File: config.mk
export PLATFORM = sky130hd
export DESIGN_NAME = bomb_countdown_timer
export DESIGN_NICKNAME = d
export VERILOG_FILES = /design/src/rtl/bomb_countdown_timer.sv
export SDC_FILE = /design/constraint.sdc
export NUM_CORES = 1
export LEC_CHECK = 0
export BUFFER_PORTS_ARGS = -buffer_cell sky130_fd_sc_hd__buf_4
export CAP_MARGIN = 20
export CORE_MARGIN = 2
export CORE_UTILIZATION = 35
export DETAILED_ROUTE_END_ITERATION = 6
export RECOVER_POWER = 100
export SYNTH_ARGS = -nofsm -noshare
export SYNTH_HDL_FRONTEND = slang
export SYNTH_SLANG_ARGS = --single-unit
export TNS_END_PERCENT = 30
File: constraint.sdc
create_clock -name clk -period 3.2 [get_ports clk]
set_input_delay 0.16 -clock clk [delete_from_list [all_inputs] [get_ports clk]]
set_output_delay 0.16 -clock clk [all_outputs]
set_load 0.02 [all_outputs]
File: src/rtl/bomb_countdown_timer.sv
// BCD MM:SS.cc countdown timer with pause, time penalties, defuse and expiry flag.
// Optional TIMER_BEEP_EN adds a 'beep' pulse output for the final ten seconds and for expiry.
module bomb_countdown_timer #(
  parameter int unsigned CLK_HZ      = 50_000_000,
  parameter int unsigned TICK_HZ     = 100,
  parameter int unsigned START_MIN   = 5,
  parameter int unsigned START_SEC   = 0,
  parameter int unsigned PENALTY_SEC = 10
) (
  input  logic       clk,
  input  logic       rst,
  input  logic       start,
  input  logic       pause,
  input  logic       load,
  input  logic       penalty,
  input  logic       defuse,
  output logic [3:0] time_left_minute_tens,
  output logic [3:0] time_left_minute_ones,
  output logic [3:0] time_left_sec_tens,
  output logic [3:0] time_left_sec_ones,
  output logic [3:0] time_left_micro_sec_tens,
  output logic [3:0] time_left_micro_sec_ones,
`ifdef TIMER_BEEP_EN
  output logic       beep,
`endif
  output logic       running,
  output logic       expired
);

  localparam int unsigned DIV     = CLK_HZ / TICK_HZ;
  localparam int unsigned PW      = (DIV > 1) ? $clog2(DIV) : 1;
  localparam logic [PW-1:0] PRE_MAX = PW'(DIV - 1);
  localparam logic [5:0]  PEN_CNT = 6'(PENALTY_SEC);

  localparam logic [3:0] RL_MT = 4'(START_MIN / 10);
  localparam logic [3:0] RL_MO = 4'(START_MIN % 10);
  localparam logic [3:0] RL_ST = 4'(START_SEC / 10);
  localparam logic [3:0] RL_SO = 4'(START_SEC % 10);

  typedef enum logic [2:0] {
    S_IDLE    = 3'd0,
    S_RUNNING = 3'd1,
    S_PAUSED  = 3'd2,
    S_PENALTY = 3'd3,
    S_EXPIRED = 3'd4,
    S_DEFUSED = 3'd5
  } state_t;

  typedef struct packed {
    logic [3:0] mt;
    logic [3:0] mo;
    logic [3:0] st;
    logic [3:0] so;
    logic [3:0] ht;
    logic [3:0] ho;
  } bcd_time_t;

  localparam bcd_time_t RELOAD = {RL_MT, RL_MO, RL_ST, RL_SO, 4'd0, 4'd0};

  // One BCD digit step: {borrow_out, digit}. Out-of-range codes collapse to max_d.
  function automatic logic [4:0] dec_digit(input logic [3:0] d, input logic [3:0] max_d,
                                           input logic b);
    logic [4:0] r;
    if (!b) begin
      r = {1'b0, d};
    end else if (d == 4'd0) begin
      r = {1'b1, max_d};
    end else if (d > max_d) begin
      r = {1'b0, max_d};
    end else begin
      r = {1'b0, d - 4'd1};
    end
    return r;
  endfunction

  function automatic logic [3:0] dec_top(input logic [3:0] d, input logic b);
    logic [3:0] r;
    if (b && (d != 4'd0)) begin
      r = (d > 4'd9) ? 4'd9 : d - 4'd1;
    end else begin
      r = (d > 4'd9) ? 4'd9 : d;
    end
    return r;
  endfunction

  function automatic bcd_time_t sub_hundredth(input bcd_time_t t);
    bcd_time_t  r;
    logic [4:0] s;
    s    = dec_digit(t.ho, 4'd9, 1'b1);
    r.ho = s[3:0];
    s    = dec_digit(t.ht, 4'd9, s[4]);
    r.ht = s[3:0];
    s    = dec_digit(t.so, 4'd9, s[4]);
    r.so = s[3:0];
    s    = dec_digit(t.st, 4'd5, s[4]);
    r.st = s[3:0];
    s    = dec_digit(t.mo, 4'd9, s[4]);
    r.mo = s[3:0];
    r.mt = dec_top(t.mt, s[4]);
    return r;
  endfunction

  function automatic bcd_time_t sub_second(input bcd_time_t t);
    bcd_time_t  r;
    logic [4:0] s;
    r.ho = t.ho;
    r.ht = t.ht;
    s    = dec_digit(t.so, 4'd9, 1'b1);
    r.so = s[3:0];
    s    = dec_digit(t.st, 4'd5, s[4]);
    r.st = s[3:0];
    s    = dec_digit(t.mo, 4'd9, s[4]);
    r.mo = s[3:0];
    r.mt = dec_top(t.mt, s[4]);
    return r;
  endfunction

  function automatic logic mmss_zero(input bcd_time_t t);
    return (t.mt == 4'd0) && (t.mo == 4'd0) && (t.st == 4'd0) && (t.so == 4'd0);
  endfunction

  state_t      state_q, state_d;
  bcd_time_t   time_q, time_d;
  logic [PW-1:0] pre_q, pre_d;
  logic [5:0]  cnt_q, cnt_d;
  logic        origin_run_q, origin_run_d;
  logic        running_q, running_d;
  logic        expired_q, expired_d;
  logic        tick_s;
  bcd_time_t   dec_s;
  bcd_time_t   sec_s;
`ifdef TIMER_BEEP_EN
  logic        beep_q, beep_d;
`endif

  assign tick_s = (state_q == S_RUNNING) && (pre_q == PRE_MAX);
  assign dec_s  = sub_hundredth(time_q);
  assign sec_s  = sub_second(time_q);

  // Next-state, time and prescaler; events resolved load > defuse > penalty > pause > start > tick.
  always_comb begin
    state_d      = state_q;
    time_d       = time_q;
    cnt_d        = cnt_q;
    origin_run_d = origin_run_q;
`ifdef TIMER_BEEP_EN
    beep_d       = 1'b0;
`endif
    if (state_q == S_RUNNING) begin
      pre_d = tick_s ? '0 : pre_q + {{(PW-1){1'b0}}, 1'b1};
    end else begin
      pre_d = pre_q;
    end

    if (load) begin
      state_d = S_IDLE;
      time_d  = RELOAD;
      pre_d   = '0;
      cnt_d   = 6'd0;
    end else if (defuse && ((state_q == S_RUNNING) || (state_q == S_PAUSED) ||
                            (state_q == S_PENALTY))) begin
      state_d = S_DEFUSED;
      pre_d   = '0;
      cnt_d   = 6'd0;
    end else if (penalty && ((state_q == S_RUNNING) || (state_q == S_PAUSED))) begin
      state_d      = S_PENALTY;
      cnt_d        = PEN_CNT;
      origin_run_d = (state_q == S_RUNNING);
    end else if (pause && (state_q == S_RUNNING)) begin
      state_d = S_PAUSED;
      pre_d   = '0;
    end else if (start && ((state_q == S_IDLE) || (state_q == S_PAUSED))) begin
      state_d = S_RUNNING;
    end else if (state_q == S_PENALTY) begin
      // Clamp to 00:00.00 when the penalty cannot be fully paid.
      if (mmss_zero(time_q)) begin
        time_d.ht = 4'd0;
        time_d.ho = 4'd0;
        state_d   = S_EXPIRED;
        cnt_d     = 6'd0;
      end else if (mmss_zero(sec_s) &&
                   ((cnt_q > 6'd1) || ((sec_s.ht == 4'd0) && (sec_s.ho == 4'd0)))) begin
        time_d    = sec_s;
        time_d.ht = 4'd0;
        time_d.ho = 4'd0;
        state_d   = S_EXPIRED;
        cnt_d     = 6'd0;
      end else if (cnt_q <= 6'd1) begin
        time_d  = sec_s;
        cnt_d   = 6'd0;
        state_d = origin_run_q ? S_RUNNING : S_PAUSED;
      end else begin
        time_d = sec_s;
        cnt_d  = cnt_q - 6'd1;
      end
    end else if (tick_s) begin
      time_d = dec_s;
      if (mmss_zero(dec_s) && (dec_s.ht == 4'd0) && (dec_s.ho == 4'd0)) begin
        state_d = S_EXPIRED;
      end else begin
        state_d = S_RUNNING;
      end
`ifdef TIMER_BEEP_EN
      if ((dec_s.so != time_q.so) && (dec_s.mt == 4'd0) && (dec_s.mo == 4'd0) &&
          (dec_s.st == 4'd0)) begin
        beep_d = 1'b1;
      end else begin
        beep_d = 1'b0;
      end
`endif
    end else begin
      time_d = time_q;
    end

`ifdef TIMER_BEEP_EN
    if ((state_d == S_EXPIRED) && (state_q != S_EXPIRED)) begin
      beep_d = 1'b1;
    end else begin
      beep_d = beep_d;
    end
`endif

    case (state_d)
      S_RUNNING, S_PENALTY: begin
        running_d = 1'b1;
        expired_d = 1'b0;
      end
      S_EXPIRED: begin
        running_d = 1'b0;
        expired_d = 1'b1;
      end
      default: begin
        running_d = 1'b0;
        expired_d = 1'b0;
      end
    endcase
  end

  // State, time digits, prescaler and registered status outputs.
  always_ff @(posedge clk or posedge rst) begin
    if (rst) begin
      state_q      <= S_IDLE;
      time_q       <= RELOAD;
      pre_q        <= '0;
      cnt_q        <= 6'd0;
      origin_run_q <= 1'b0;
      running_q    <= 1'b0;
      expired_q    <= 1'b0;
`ifdef TIMER_BEEP_EN
      beep_q       <= 1'b0;
`endif
    end else begin
      state_q      <= state_d;
      time_q       <= time_d;
      pre_q        <= pre_d;
      cnt_q        <= cnt_d;
      origin_run_q <= origin_run_d;
      running_q    <= running_d;
      expired_q    <= expired_d;
`ifdef TIMER_BEEP_EN
      beep_q       <= beep_d;
`endif
    end
  end

  assign time_left_minute_tens    = time_q.mt;
  assign time_left_minute_ones    = time_q.mo;
  assign time_left_sec_tens       = time_q.st;
  assign time_left_sec_ones       = time_q.so;
  assign time_left_micro_sec_tens = time_q.ht;
  assign time_left_micro_sec_ones = time_q.ho;
  assign running                  = running_q;
  assign expired                  = expired_q;
`ifdef TIMER_BEEP_EN
  assign beep                     = beep_q;
`endif

endmodule
; ---- Word-level counts from Yosys, hierarchy flattened
; Cells that the tools add are included.
[classes]
n_addsub = 8
order_cmp = 8
bitwise = 2
n_eq_ne = 15
muxes = 59
reduce_logical = 49
[op_table]
columns = operator, count
row1 = 24-bit 2-to-1 mux, 7
row2 = 19-bit 2-to-1 mux, 6
row3 = 4-bit zero test, 16
row4 = 5-bit 2-to-1 mux, 11
row5 = 6-bit 2-to-1 mux, 9
row6 = 4-bit 2-to-1 mux, 9
row7 = 3-bit 2-to-1 mux, 11
row8 = "4-bit by 1-bit subtractor with 4-bit output, second input constant", 6
row9 = "4-bit > comparator, second input constant", 5
row10 = 1-bit logical AND, 20
row11 = "19-bit by 1-bit adder with 19-bit output, second input constant", 1
row12 = "19-bit == test, second input constant", 1
row13 = 16-bit 2-to-1 mux, 1
row14 = 8-bit 2-to-1 mux, 2
row15 = 6-bit AND reduction, 2
row16 = "3-bit by 2-bit == test with 1-bit output, second input constant", 3
row17 = "2-bit != test, second input constant", 4
row18 = "4-bit != test, second input constant", 2
row19 = 4-bit nonzero test, 2
row20 = "3-bit by 1-bit == test with 1-bit output, second input constant", 2
row21 = "6-bit by 1-bit > comparator with 1-bit output, second input constant", 1
row22 = "6-bit by 1-bit less-or-equal comparator with 1-bit output, second input constant", 1
row23 = 3-bit AND reduction, 2
row24 = "6-bit by 1-bit subtractor with 6-bit output, second input constant", 1
row25 = other kinds (11), 16
[word_totals]
ff_bits = 55
out_inout_bits = 26
inputBits = 7
elab_cells = 153

; ---- Longest topological paths before layout
; Gate-level depths: netlist of the first run.
[logic_depth]
ltp_word = 26
ltp_mapped = 12
mapped_depth_nobuf = 10

; ---- Worst setup path after synthesis of the first run
; OpenSTA, ideal clock, no wires.
[synth_timing]
kind = register to register
startpoint = register time_q (netlist bit time_left_micro_sec_ones[0])
endpoint = register cnt_q[3]
stages_incl_launch_ff = 12
path_buffers = 1
arrival_ns = 2.796
synth_period_minus_slack_ns = 2.917
setup_ns = 0.121
required_time_ns = 3.079
path_slack_ns = 0.283
cell_sequence = dfrtp_1 inv_1 ha_1 nor3b_1 and2_1 buf_2 o221ai_1 a2111oi_0 nand3_1 and3_1 a31o_2 a22o_1
[synth_between]
elab_chain_cells = 12
[synth_rtl]
columns = item, line_no
row1 = from (decl), 123  ; bcd_time_t time_q, time_d;
row2 = from (signal assigned), 254  ; time_q <= time_d;
row3 = 4-bit zero test, 182  ; ((cnt_q > 6'd1) || ((sec_s.ht == 4'd0) && (sec_s.ho == 4'd0)))) begin
row4 = 1-bit logical AND, 182
row5 = 1-bit logical OR, 182
row6 = 1-bit logical AND, 181  ; end else if (mmss_zero(sec_s) &&
row7 = 6-bit 2-to-1 mux, 181
row8 = 6-bit 2-to-1 mux, 176  ; if (mmss_zero(time_q)) begin
row9 = 6-bit 2-to-1 mux, 174  ; end else if (state_q == S_PENALTY) begin
row10 = 6-bit 2-to-1 mux, 172  ; end else if (start && ((state_q == S_IDLE) || (state_q == S_PAUSED))) begin
row11 = 6-bit 2-to-1 mux, 169  ; end else if (pause && (state_q == S_RUNNING)) begin
row12 = 6-bit 2-to-1 mux, 165  ; end else if (penalty && ((state_q == S_RUNNING) || (state_q == S_PAUSED))) begin
row13 = 6-bit 2-to-1 mux, 160  ; end else if (defuse && ((state_q == S_RUNNING) || (state_q == S_PAUSED) ||
row14 = 6-bit 2-to-1 mux, 155  ; if (load) begin
row15 = to (signal assigned), 256  ; cnt_q <= cnt_d;
row16 = to (decl), 125  ; logic [5:0] cnt_q, cnt_d;
; Every way passes these cells. The select of a mux whose other input is x is not followed.
; A chain may end at the register's enable or synchronous reset.

; ---- Worst setup path in the final report of the first run
[layout_timing]
startpoint = register time_q (netlist bit time_left_micro_sec_ones[0])
endpoint = register expired_q (netlist: expired)
[layout_between]
elab_chain_cells = 24
elab_cells_between_ends = 37
cone_classes = 1 x add/sub / 1 x order compare / 1 x eq/ne / 18 x mux / 16 x reduce/logical
[layout_rtl]
columns = item, line_no
row1 = 4-bit zero test, "66, 182"
row2 = 5-bit 2-to-1 mux, 66  ; end else if (d == 4'd0) begin
row3 = 5-bit 2-to-1 mux (4 in series), 64  ; if (!b) begin
row4 = 1-bit logical AND, 78  ; if (b && (d != 4'd0)) begin
row5 = 4-bit 2-to-1 mux, 78
row6 = 4-bit zero test, 119  ; return (t.mt == 4'd0) && (t.mo == 4'd0) && (t.st == 4'd0) && (t.so == 4'd0);
row7 = 1-bit logical AND (3 in series), 119
row8 = 1-bit logical AND (2 in series), 198  ; if (mmss_zero(dec_s) && (dec_s.ht == 4'd0) && (dec_s.ho == 4'd0)) begin
row9 = (+3 left out), n/a
row10 = 3-bit 2-to-1 mux (*), 172
row11 = 3-bit 2-to-1 mux (*), 169
row12 = 3-bit 2-to-1 mux (*), 165
row13 = 3-bit 2-to-1 mux (*), 160
row14 = 3-bit 2-to-1 mux (*), 155
row15 = 3-bit == test (*), 223  ; case (state_d)
row16 = 1-bit 2-to-1 mux (*), 223
row17 = net expired_d, 128  ; logic expired_q, expired_d;
row18 = to (signal assigned), 259  ; expired_q <= expired_d;
row19 = to (decl), 128
; Mark *: on every way through the listed nets, which the timed path passes. The rest lies on a longest branch.

==> results.sh, run 1 <==
export IMPL_worst_setup_hold_path_clk_slew_ns=0.12
export IMPL_routed_via_count=3630
export IMPL_dr_max_layer_used="met4"
export IMPL_cts_sink_count=55
export IMPL_cts_setup_buffers=0
export IMPL_htree_levels=2
export IMPL_fin_util_pct=41.06
export IMPL_layout_cells_non_filler=652
export IMPL_min_path_cells=3
export IMPL_synth_edf_count=0
export IMPL_end_kind="register"
export IMPL_holdCritStartpoint="defuse"
export IMPL_synth_flop_cell="dfrtp_1"
export IMPL_r2r_end="expired"
export IMPL_multi_input_area_mm2=0.002405
export IMPL_clk_latency_ns=0.33
export IMPL_start_util_pct=36.01
export IMPL_required_ns=3.43
export IMPL_wl_met1_um=4989
export IMPL_path_cells="inv_1 > ha_1 > or3b_2 > or3_1 > a2111oi_2 > nand3_1 > o31ai_4 > a32o_2 > nor4b_2"
export IMPL_dp_final_hpwl_um=7611
export IMPL_diodes=0
export IMPL_syn_area_per_cell_um2=8.308
export IMPL_gp_congestion=0.8389
export IMPL_finalHoldViolCount=0
export IMPL_clk_path_buf_depth=2
export IMPL_finalMaxSlewViolations=0
export IMPL_ys_warn_count=0
export IMPL_fmax_mhz=333.3
export IMPL_critPathKind="register to register"
export IMPL_ys_seq_area_share_pct=35.16
export IMPL_period_share_pct=93.77
export IMPL_syn_inst=472
export IMPL_core_mm2=0.01089
export IMPL_layout_nets=537
export IMPL_layout_drive_gt1_share_pct=12.30
export IMPL_synth_fp_nets=498
export IMPL_die_area_mm2=0.01207
export IMPL_dr_pass1_iters=4
export IMPL_tns_ns=0
export IMPL_ant_nets=0
export IMPL_critPathSlowestCell="or3b_2"
export IMPL_leakagePower_nw=1.841
export IMPL_preCtsSetupSlack_ns=-0.05024
export IMPL_startpoint_type="register"
export IMPL_worst_path_max_fanout=6
export IMPL_wl_per_cell_um=15.57
export IMPL_netlist_area_mm2=0.003921
export IMPL_dp_cells=643
export IMPL_crit_buf_inv=1
export IMPL_ios=33
export IMPL_ys_seq_elements=55
export IMPL_grt_max_degree=36
export IMPL_critical_path_max_stage_delay_ns=0.51
export IMPL_reg2reg_slack_ns=0.20
export IMPL_relSlewSlack_pct=9.116
export IMPL_nFillCells=1142
export IMPL_drtIter0Drc=237
export IMPL_die_h_um=109.8
export IMPL_finalSetupViolCount=0
export IMPL_port_buffers=32
export IMPL_grt_overflow=0
export IMPL_regArea_mm2=0.001379
export IMPL_grt_use_total_pct=17.52
export IMPL_cts_buffers=5
export IMPL_min_period_ns=3.001
export IMPL_totalWireLength_um=10150
export IMPL_area_delta_synth_final_pct=14.01
export IMPL_p_per_area_mw_per_mm2=449.9
export IMPL_final_setup_worst_slack_ns=0.1993
export IMPL_async_flop_share_pct=100.0
export IMPL_grt_pass1_vias=3422
export IMPL_cts_tree="yes"
export IMPL_wl_met2_um=4784
export IMPL_cap_violations=0
export IMPL_regToRegStartpoint="time_left_micro_sec_ones[0]"
export IMPL_cp_top_family="simple AND/OR/NAND/NOR gates"
export IMPL_grt_antenna_before_repair=0
export IMPL_yosys_cell_types_count=70
export IMPL_r2r_cells=9
export IMPL_via_per_inst=5.567
export IMPL_fin_skew_ns=0.01009
export IMPL_min_to="state_q[2]"
export IMPL_met3_length_um=327
export IMPL_rsz0062_at_grt="false"
export IMPL_cp_arrival_ns=3.24
export IMPL_std_cell_rows=38
export IMPL_grt_pass1_wl_um=16910
export IMPL_remaining_drc_errors=0
export IMPL_worstMarginPinSlew_ns=1.362
export IMPL_status="finished, final reports clean"
export IMPL_die_w_um=109.8
export IMPL_irDropWorstVdd_uv=282.5
export IMPL_hold_class="input pin to register"
export IMPL_clockRootBuffer="clkbuf_8"
[kinds of logic (layout without fill, tap and decap cells)]
kind of cell / after synthesis / count (layout) / share of synthesized area, %
simple gates: 204 / 204 / 27.35
compound gates: 120 / 120 / 20.74
flops: 55 / 55 / 35.16
buf+inv: 49 / 89 / 4.882
xor+xnor: 20 / 20 / 4.467
fa+ha+maj: 19 / 19 / 6.063
mux: 5 / 5 / 1.340
[state kept, by name (all words and copies together), names as in the netlist]
signal	flops
pre_q	19
time_left_minute_tens	4
state_q	3
cnt_q	6
time_left_sec_ones	4
time_left_micro_sec_ones	4
time_left_sec_tens	4
origin_run_q	1
expired	1
time_left_minute_ones	4
running	1
time_left_micro_sec_tens	4
[final cells by class]
class                           count  area share, %
Clock buffer                        5          1.539
Clock inverter                      3         0.6157
Inverter                           26          2.183
Multi-Input combinational cell    368          53.79
Sequential cell                    55          30.84
Tap cell                          140          3.918
Timing Repair Buffer               55          7.109
[cells in the mapped netlist, drive strengths merged, types with 8 or more instances]
cell    count  area (um2)
inv        26       97.59
a21oi      35       178.9
nand3      28       140.1
nor3b       8       70.06
or3        11       68.82
nor3       12       65.06
xor2       10       87.58
o21ai      22       110.1
nor2       64       242.7
dfrtp      53        1326
ha         19       237.7
nand2      26       97.59
nand2b     10       62.56
clkbuf     16       60.06
xnor2      10       87.58
[routing by layer]
metal | global-route usage, % | vias to the layer above
met4 | 3.255 | 0
met5 | 0 | -
met1 | 24.60 | 1781
li1 | - | 1780
met3 | 2.490 | 4
met2 | 28.79 | 65
[worst max-delay path by stage]
stage / from / endpoint / slack, ns / cells past startpoint
after floorplan: time_left_micro_sec_ones[0] / cnt_q[3] / 0.28 / 11
after global placement: time_left_micro_sec_ones[0] / expired / -0.11 / 9
after detailed placement: time_left_micro_sec_ones[0] / expired / -0.05 / 9
after CTS: time_left_micro_sec_ones[0] / expired / 0.06 / 9
after global routing: state_q[0] / time_left_sec_tens[0] / 0.04 / 7
final: time_left_micro_sec_ones[0] / expired / 0.20 / 9
[through the flow]
stage          power (mW)  hold WS, ns  instance area, um2
6_report            2.011       0.1179                4471
2_1_floorplan       1.362       0.3146                3921
4_1_cts             2.025      0.09551                4526
3_5_place_dp        1.575       0.3532                4408
5_1_grt             2.148       0.1050                4471
3_3_place_gp        1.566       0.3472                4408
[where the power goes]
part	internal [mW]	total, mW	switching, mW
sequential	0.746	0.819	0.0728
combinational	0.299	0.754	0.455
clock	0.163	0.438	0.275
[layout by cell type, fill, tap and decap left out, types with 4 or more instances in the layout]
cell,instances
nor2_1,64
dfrtp_1,53
a21oi_1,35
buf_4,27
nand2_1,26
inv_1,26
nand3_1,26
clkbuf_1,26
o21ai_0,22
ha_1,19
nor3_1,11
or3_1,11
nand2b_1,10
xor2_1,10
xnor2_1,10
nand4_1,7
and3_1,6
nor4_1,6
a21o_1,5
a31oi_1,5
o21bai_1,5
clkbuf_8,5
nand3b_1,4
or3b_2,4
or4_1,4
nor3b_2,4
[worst min-delay path, stage by stage]
cell and delay [ns]:
buf_4 0.11, nand2_1 0.07, a21oi_1 0.07
[repair_timing]
| item | in CTS | in global routing |
|---|---|---|
| pin swaps | 0 | 1 |
| endpoints found under the setup margin | 1 | 18 |
| hold buffers | 1 | 0 |
| endpoints found under the hold margin | 30 | 0 |
| resized for setup | 3 | 12 |
Power figures use the tool's default switching activity.
==> run 2, diff against run 1 <==
Settings changed: CORE_UTILIZATION 35 to 55, CTS_CLUSTER_SIZE set to 25, GPL_ROUTABILITY_DRIVEN set to 1, PLACE_DENSITY set to 0.74.
==> run 2 against run 1 <==
Effect of this change:
- the flow now finishes with violations (max-capacitance violations, max-slew violations)
- count of clock-buffer cells in the layout unchanged
- sequential cell count unchanged
- routed wire length decreased by 6.4%
- via count increased by 0.63%
- setup slack got worse by 0.028 ns
==> results.sh, run 2 (synthesized netlist as in run 1, its figures left out) <==
export IMPL_cts_sink_count=55
export IMPL_critical_path_max_stage_delay_ns=0.69
export IMPL_start_util_pct=57.40
export IMPL_startpoint_type="register"
export IMPL_hold_class="input pin to register"
export IMPL_grt_pass1_wl_um=16190
export IMPL_grt_antenna_before_repair=0
export IMPL_cts_buffers=5
export IMPL_dr_max_layer_used="met4"
export IMPL_grt_pass1_vias=3455
export IMPL_clockRootBuffer="clkbuf_8"
export IMPL_required_ns=3.42
export IMPL_dr_pass1_iters=4
export IMPL_reg_top3="pre_q x19, cnt_q x6"
export IMPL_clk_latency_ns=0.32
export IMPL_wl_met1_um=4424
export IMPL_gp_congestion=0.8741
export IMPL_ant_nets=0
export IMPL_worst_path_max_fanout=9
export IMPL_fin_util_pct=64.54
export IMPL_final_cell_mix="nor2_1, dfrtp_1, a21oi_1, buf_4"
export IMPL_cts_setup_buffers=0
export IMPL_htree_levels=2
export IMPL_grt_max_degree=42
export IMPL_layout_nets=539
export IMPL_cp_arrival_ns=3.25
export IMPL_critPathKind="register to register"
export IMPL_finalHoldViolCount=0
export IMPL_cts_hold_buf=0
export IMPL_irDropWorstVdd_uv=194.5
export IMPL_r2r_end="cnt_q[3]"
export IMPL_ios=33
export IMPL_failed_checks="max-capacitance violations, max-slew violations"
export IMPL_cap_violations=1
export IMPL_path_cells="inv_1 > ha_1 > nor3b_1 > clkbuf_1 > a21oi_1 > a41oi_1 > a211oi_1 > nand3_1 > and3_1 > a31o_2 > a22o_1"
export IMPL_met3_length_um=391
export IMPL_leakagePower_nw=1.843
export IMPL_remaining_drc_errors=0
export IMPL_end_kind="register"
export IMPL_crit_end="cnt_q[3]"
export IMPL_worst_setup_hold_path_clk_slew_ns=0.11
export IMPL_port_buffers=32
export IMPL_cts_tree="yes"
export IMPL_die_h_um=88.44
export IMPL_critPathSlowestCell="dfstp_1"
export IMPL_relSlewSlack_pct=-7.657
export IMPL_power_mw=2.010
export IMPL_finalMaxSlewViolations=42
export IMPL_worstMarginPinSlew_ns=1.613
export IMPL_fmax_mhz=330.2
export IMPL_grt_overflow=0
export IMPL_diodes=0
export IMPL_period_share_pct=94.65
export IMPL_largest_register="pre_q"
export IMPL_wl_met2_um=4576
export IMPL_drtIter0Drc=162
export IMPL_clk_path_buf_depth=2
export IMPL_reg2reg_slack_ns=0.17
export IMPL_std_cell_rows=30
export IMPL_layout_commonest_cell="nor2_1"
export IMPL_status="finished with violations"
export IMPL_finalSetupViolCount=0
export IMPL_routed_via_count=3653
export IMPL_r2r_cells=11
export IMPL_die_w_um=88.44
export IMPL_die_area_mm2=0.007821
export IMPL_via_per_inst=5.989
export IMPL_min_period_ns=3.029
export IMPL_crit_path_start="time_left_minute_ones[0]"
export IMPL_area_delta_synth_final_pct=12.44
export IMPL_fin_skew_ns=0.005169
export IMPL_core_mm2=0.006832
export IMPL_regToRegStartpoint="time_left_minute_ones[0]"
export IMPL_wl_per_cell_um=15.58
export IMPL_largest_reg_flops=19
export IMPL_grt_use_total_pct=25.72
export IMPL_dp_final_hpwl_um=7019
export IMPL_totalWireLength_um=9504
export IMPL_p_per_area_mw_per_mm2=455.9
export IMPL_layout_drive_gt1_share_pct=12.45
## run 2: cell count changes in the layout (fill, tap and decap cells not counted), sizes merged
cell / before / now
buf: 27 / 29
clkbuf: 32 / 33
dlygate4sd3: 1 / 0
## run 2: timing repair
| action | in CTS | in global routing |
|---|---|---|
| setup endpoints to repair | 7 | 20 |
| gates resized for setup | 3 | 9 |
| pin swaps | 1 | 0 |
## run 2: power by group
group	internal, mW	switching [mW]	leakage (nW)	total, mW
clock	0.163	0.265	0.0467	0.428
sequential	0.747	0.0544	0.753	0.801
combinational	0.316	0.465	1.04	0.781
## run 2: metal layers
| metal | global-route usage [%] | up-vias |
|---|---|---|
| li1 | - | 1789 |
| met1 | 35.52 | 1754 |
| met2 | 42.17 | 96 |
| met3 | 3.825 | 14 |
| met4 | 7.300 | 0 |
| met5 | 0 | - |
## run 2: how the worst min path moves through the flow
stage | slack [ns] | cells past startpoint | to | start
global route | 0.15 | 3 | state_q[2] | defuse
floorplan | 0.31 | 2 | state_q[2] | defuse
CTS | 0.06 | 2 | time_left_sec_ones[1] | rst
global placement | 0.40 | 2 | time_left_micro_sec_tens[0] | rst
detailed placement | 0.41 | 2 | time_left_micro_sec_tens[3] | rst
finish | 0.14 | 3 | state_q[2] | defuse
## run 2: through the flow
stage / setup slack [ns] / TNS (ns) / cell area (um2) / hold slack, ns / std cells
4_1_cts: 0.009006 / 0 / 4479 / 0.06211 / 610
5_1_grt: -0.04359 / -0.04359 / 4409 / 0.1471 / 610
6_report: 0.1712 / 0 / 4409 / 0.1437 / 610
2_1_floorplan: 0.2830 / 0 / 3921 / 0.3146 / 472
3_3_place_gp: 0.01594 / 0 / 4375 / 0.3967 / 602
3_5_place_dp: -0.08565 / -0.3191 / 4375 / 0.4128 / 602
## run 2: layout make-up
class | instances | area, um2
Clock buffer | 5 | 68.82
Timing Repair Buffer | 57 | 326.6
Fill cell | 628 | 2422
Clock inverter | 3 | 27.53
Inverter | 26 | 97.59
Sequential cell | 55 | 1379
Multi-Input combinational cell | 368 | 2390
Tap cell | 96 | 120.1
## run 2: worst max-delay path, delay by kind of cell (launching register included)
| kind | cells | cell delay [ns] |
|---|---|---|
| AOI/OAI and AO/OA | 5 | 1.01 |
| adders and majority gates | 1 | 0.27 |
| buffers and inverters | 2 | 0.23 |
| DFF | 1 | 0.69 |
| and+or+nand+nor | 3 | 0.73 |
